### config.mk
export PLATFORM = sky130hd
export DESIGN_NAME = sata_tx_align_inserter
export DESIGN_NICKNAME = d
export VERILOG_FILES = /design/src/rtl/sata_tx_align_inserter.sv
export SDC_FILE = /design/constraint.sdc
export NUM_CORES = 1
export LEC_CHECK = 0
export ABC_AREA = 0
export CAP_MARGIN = 10
export CORE_ASPECT_RATIO = 1.75
export CORE_MARGIN = 10
export CORE_UTILIZATION = 25
export DETAILED_ROUTE_END_ITERATION = 10
export PLACE_DENSITY = 0.62
export SYNTH_ARGS = -nofsm -noshare
export SYNTH_HDL_FRONTEND = slang
export SYNTH_SLANG_ARGS = --single-unit
### constraint.sdc
create_clock -name clk -period 2.1 [get_ports clk]
set_input_delay 0.525 -clock clk [delete_from_list [all_inputs] [get_ports clk]]
set_output_delay 0.525 -clock clk [all_outputs]
set_load 0.02 [all_outputs]
### src/rtl/sata_tx_align_inserter.sv
// sata_tx_align_inserter
// TX stage between the OOB controller and the PHY transmitter.
//
// While the link is down, the OOB controller's dword and K flag pass straight
// through. Once linkup is high, the stage forwards link-layer dwords. Every
// ALIGN_INTERVAL dwords it inserts a burst of ALIGN_BURST ALIGN primitives.
// During that burst, link_tx_ready holds the link layer off.
//
// Optional build macro: ALIGN_STATS_EN
//   This macro adds the align_pair_cnt output. It counts completed ALIGN bursts.
//   Only rst clears it.

`ifndef PRIM_ALIGN
`define PRIM_ALIGN 32'h7B4A_4ABC
`endif

module sata_tx_align_inserter #(
  parameter int ALIGN_INTERVAL = 256,  // dwords per period, ALIGN burst included
  parameter int ALIGN_BURST    = 2     // consecutive ALIGNs at the head of a period
) (
  input  logic        clk,
  input  logic        rst,
  input  logic        linkup,
  input  logic [31:0] oob_tx_dout,
  input  logic        oob_tx_isk,
  input  logic [31:0] link_tx_dout,
  input  logic        link_tx_isk,
  output logic        link_tx_ready,
  output logic [31:0] phy_tx_dout,
  output logic        phy_tx_isk
`ifdef ALIGN_STATS_EN
  ,
  output logic [31:0] align_pair_cnt
`endif
);

  typedef enum logic [1:0] {
    ST_OOB   = 2'd0,
    ST_ALIGN = 2'd1,
    ST_DATA  = 2'd2
  } state_e;

  // A single counter is enough. It counts burst cycles in ST_ALIGN and
  // accepted dwords in ST_DATA. It is cleared on every state change.
  localparam logic [15:0] BURST_LAST = 16'(ALIGN_BURST - 1);
  localparam logic [15:0] DATA_LAST  = 16'(ALIGN_INTERVAL - ALIGN_BURST - 1);

  state_e      state_q;
  logic [15:0] cnt_q;
  logic [31:0] phy_dout_q;
  logic        phy_isk_q;
  logic        ready_q;

  // FSM. The PHY output register and the ready flag are updated together, so
  // every output comes straight from a flop.
  // NOTE: sequential state uses non-blocking (<=) assignments only. Every flop
  // then samples its pre-edge value, whatever the order of the statements.
  always_ff @(posedge clk) begin
    if (rst) begin
      state_q    <= ST_OOB;
      cnt_q      <= '0;
      phy_dout_q <= '0;
      phy_isk_q  <= 1'b0;
      ready_q    <= 1'b0;
    end else if (!linkup) begin
      // Losing the link abandons any partial burst or period.
      // The OOB dword goes out on this same edge.
      state_q    <= ST_OOB;
      cnt_q      <= '0;
      phy_dout_q <= oob_tx_dout;
      phy_isk_q  <= oob_tx_isk;
      ready_q    <= 1'b0;
    end else begin
      unique case (state_q)
        ST_OOB: begin
          phy_dout_q <= oob_tx_dout;
          phy_isk_q  <= oob_tx_isk;
          state_q    <= ST_ALIGN;
          cnt_q      <= '0;
          ready_q    <= 1'b0;
        end
        ST_ALIGN: begin
          phy_dout_q <= `PRIM_ALIGN;
          phy_isk_q  <= 1'b1;
          if (cnt_q == BURST_LAST) begin
            state_q <= ST_DATA;
            cnt_q   <= '0;
            ready_q <= 1'b1;
          end else begin
            cnt_q   <= cnt_q + 16'd1;
            ready_q <= 1'b0;
          end
        end
        ST_DATA: begin
          // ready_q is high for this whole state, so the link dword is
          // consumed on every cycle spent here.
          phy_dout_q <= link_tx_dout;
          phy_isk_q  <= link_tx_isk;
          if (cnt_q == DATA_LAST) begin
            state_q <= ST_ALIGN;
            cnt_q   <= '0;
            ready_q <= 1'b0;
          end else begin
            cnt_q   <= cnt_q + 16'd1;
            ready_q <= 1'b1;
          end
        end
        default: begin
          state_q    <= ST_OOB;
          cnt_q      <= '0;
          phy_dout_q <= oob_tx_dout;
          phy_isk_q  <= oob_tx_isk;
          ready_q    <= 1'b0;
        end
      endcase
    end
  end

`ifdef ALIGN_STATS_EN
  logic [31:0] pair_cnt_q;

  // Counts each completed burst (ALIGN -> DATA). Wraps modulo 2^32.
  // A linkup drop does not clear it.
  always_ff @(posedge clk) begin
    if (rst) begin
      pair_cnt_q <= '0;
    end else if (linkup && state_q == ST_ALIGN && cnt_q == BURST_LAST) begin
      pair_cnt_q <= pair_cnt_q + 32'd1;
    end
  end

  assign align_pair_cnt = pair_cnt_q;
`endif

  assign link_tx_ready = ready_q;
  assign phy_tx_dout   = phy_dout_q;
  assign phy_tx_isk    = phy_isk_q;

endmodule

==> out/results.ini, run 1 <==
[placement]
place_congestion=0.764
dp_hpwl_mm=5.63
port_buffers=102
place_ws_ns=-0.263

[sta]
fin_crit_sh_pct=87.3
hold_violations=0
setup_viol=0
rsz0062_at_grt=no
clock.fmax_ghz=0.546
finalMaxSlewViolations=0
setup_slack_ns=0.267
period_minus_slack_ns=1.83
tightest_slew_ns=0.582
fin_skew_ns=0.00412
relSlewSlack_pct=61.1

[clocking]
clk_pin_slew_ns=0.06
cts_max_level=2
cts_setup_buffers=0
cts_tree=built
numCtsBuffers=5
worstSkewPairLatency_ns=0.29
cts_root_buf=clkbuf_16
cts.sinks=52
clk_path_buf_depth=2

[run_status]
status=finished clean

[synthesis]
synth-main-ff-cell=dfxtp_1
synth_area_leader_cell=dfxtp_1
yosys.cell_count.top_type=dfxtp_1
synthesis.area_mm2=0.00216
syn-num-nets=303
synth.avg_cell_area_um2=9.49
syn-instance-count=228
ys_warn_count=0
synth_cell_types=38
synth_seq_cells=52
yosysSeqAreaShare_pct=48.1
synth_area_leaders=dfxtp_1 (48%), a211oi_1 (7.3%), nor3_1 (6.9%), a22o_1 (5.7%), nor2_1 (4.0%)
synth_top_area_share_pct=48.1
synthTopCellsByCount=dfxtp_1 (52), nor3_1 (30), nor2_1 (23)
synthArstFlopShare_pct=0
synth_edf_count=0

[power_and_ir_drop]
p_leak_uw=0.00123
peakVddDrop_v=0.000449
pwr_density_cell_mw_per_mm2=630

[critical_path]
crit_arrival_ns=2.06
critPathLaunchType=flop
worstSetupEndpointType=flop
crit_required_ns=2.33
cp_max_fo=14
crit_type=flop to flop

[flow_run]
cap_violations=0

[routing]
vias_per_cell=4.61
drt_iter0_drc=80
routed_wl_mm=7.12
dr_total_vias=2047
antenna_left=0
drt_pass1_iterations=4
drcViolationCount=0
wl_per_cell_um=16.0

[floorplanning]
dieWidth_um=90.3
ios=103
rows=44
start_util_pct=25.9
fp.dieArea_mm2=0.0129
fp.dieH_um=143
core_mm2=0.00837

[global_route]
grt_max_degree=25
antenna_found_initial=0
grtUsageTotal_pct=10.5
grt_pass1_vias=2133
globalRouteOverflowTotal=0
grt_pass1_wl_mm=10.8

[cells_and_area]
area_growth_syn_to_layout_pct=60.2
drive_gt1_share_pct=7.29
final_nets=406
fill_cells=862
diodes=0
post-route-util_pct=41.4

[hold_path]
hold_path_class=flop to flop

## registers in the layout (all words and copies together), names as in the netlist
| register | cells |
|---|---|
| link_tx_ready | 1 |
| phy_tx_dout | 32 |
| cnt_q | 16 |
| phy_tx_isk | 1 |
| state_q | 2 |
## metrics by stage
stage	hold slack (ns)	cell area, um2	std cells	TNS (ns)	total power, uW
after floorplan	0.449	2160	228	0	1210
after global placement	0.463	3330	439	-2.00	1450
after detailed placement	0.477	3330	439	-3.60	1460
after CTS	0.489	3460	444	0	2210
after global routing	0.518	3460	444	0	2270
final	0.483	3460	444	0	2180
## layout make-up
cell class	instances	area [um2]	share of cell area, %
Multi-Input combinational cell	153	1030	29.7
Inverter	6	22.5	0.650
Clock buffer	5	125	3.61
Timing Repair Buffer	113	1100	31.9
Sequential cell	52	1040	30.0
Tap cell	115	144	4.15
## layer usage
metal / track usage, % / wire length [um] / vias to the layer above
li1: - / - / 1029
met1: 8.80 / 2340 / 949
met2: 21.5 / 4180 / 60
met3: 3.46 / 419 / 9
met4: 4.71 / 182 / 0
met5: 0 / 0 / -
## placed cells by master (no fill, tap or decap), drive strengths merged, types with 6 or more instances in the layout
cell type	netlist	final
buf	5	11
a22o	14	14
xor2	9	9
clkdlybuf4s50	0	102
dfxtp	52	52
nand2	7	7
nor2	23	23
ha	6	6
nor3	30	30
inv	6	6
a211oi	22	22
nand4	8	8
## where the power goes
group | switching (uW) | internal [uW]
clock network | 328 | 422
logic | 162 | 229
registers | 11.8 | 1030
## worst max-delay path: stages (launching register included)
cell      delay, ns
dfxtp_1        0.39
inv_1          0.08
ha_1           0.30
and2_1         0.21
nand2b_1       0.11
nor2_2         0.46
a22o_1         0.22
## cells by family (layout without fill, tap and decap cells)
family	Yosys count	count (layout)	share of synthesized area, %
simple gates	91	91	22.7
mux	1	1	0.463
compound gates	45	45	16.7
xor+xnor	10	10	4.05
buf+inv	23	124	4.57
fa+ha+maj	6	6	3.47
flops	52	52	48.1
## final timing paths
check | from | endpoint | slack (ns) | depth (start not counted)
setup / recovery | state_q[0] | phy_tx_dout[26] | 0.27 | 6
hold / removal | cnt_q[0] | cnt_q[0] | 0.48 | 1
setup reg to reg | state_q[0] | phy_tx_dout[26] | 0.27 | 6
hold reg to reg | cnt_q[0] | cnt_q[0] | 0.48 | 1
## what timing repair did
| action | 4_1_cts | 5_1_grt |
|---|---|---|
| pin swaps | 0 | 0 |
| setup endpoints to repair | 1 | 14 |
| gates resized for setup | 1 | 1 |
| cloned | 0 | 0 |
| hold buffers | 0 | 0 |
Power figures use the tool's default switching activity.
==> run 2, diff against run 1 <==
--- a/config.mk
+++ b/config.mk
@@ -10,6 +10,7 @@
 export CORE_ASPECT_RATIO = 1.75
 export CORE_MARGIN = 10
 export CORE_UTILIZATION = 25
+export CTS_CLUSTER_DIAMETER = 100
 export DETAILED_ROUTE_END_ITERATION = 10
 export PLACE_DENSITY = 0.62
 export SYNTH_ARGS = -nofsm -noshare
==> results of run 2 <==
The final DEF is identical to that of run 1; final timing and power are the same.
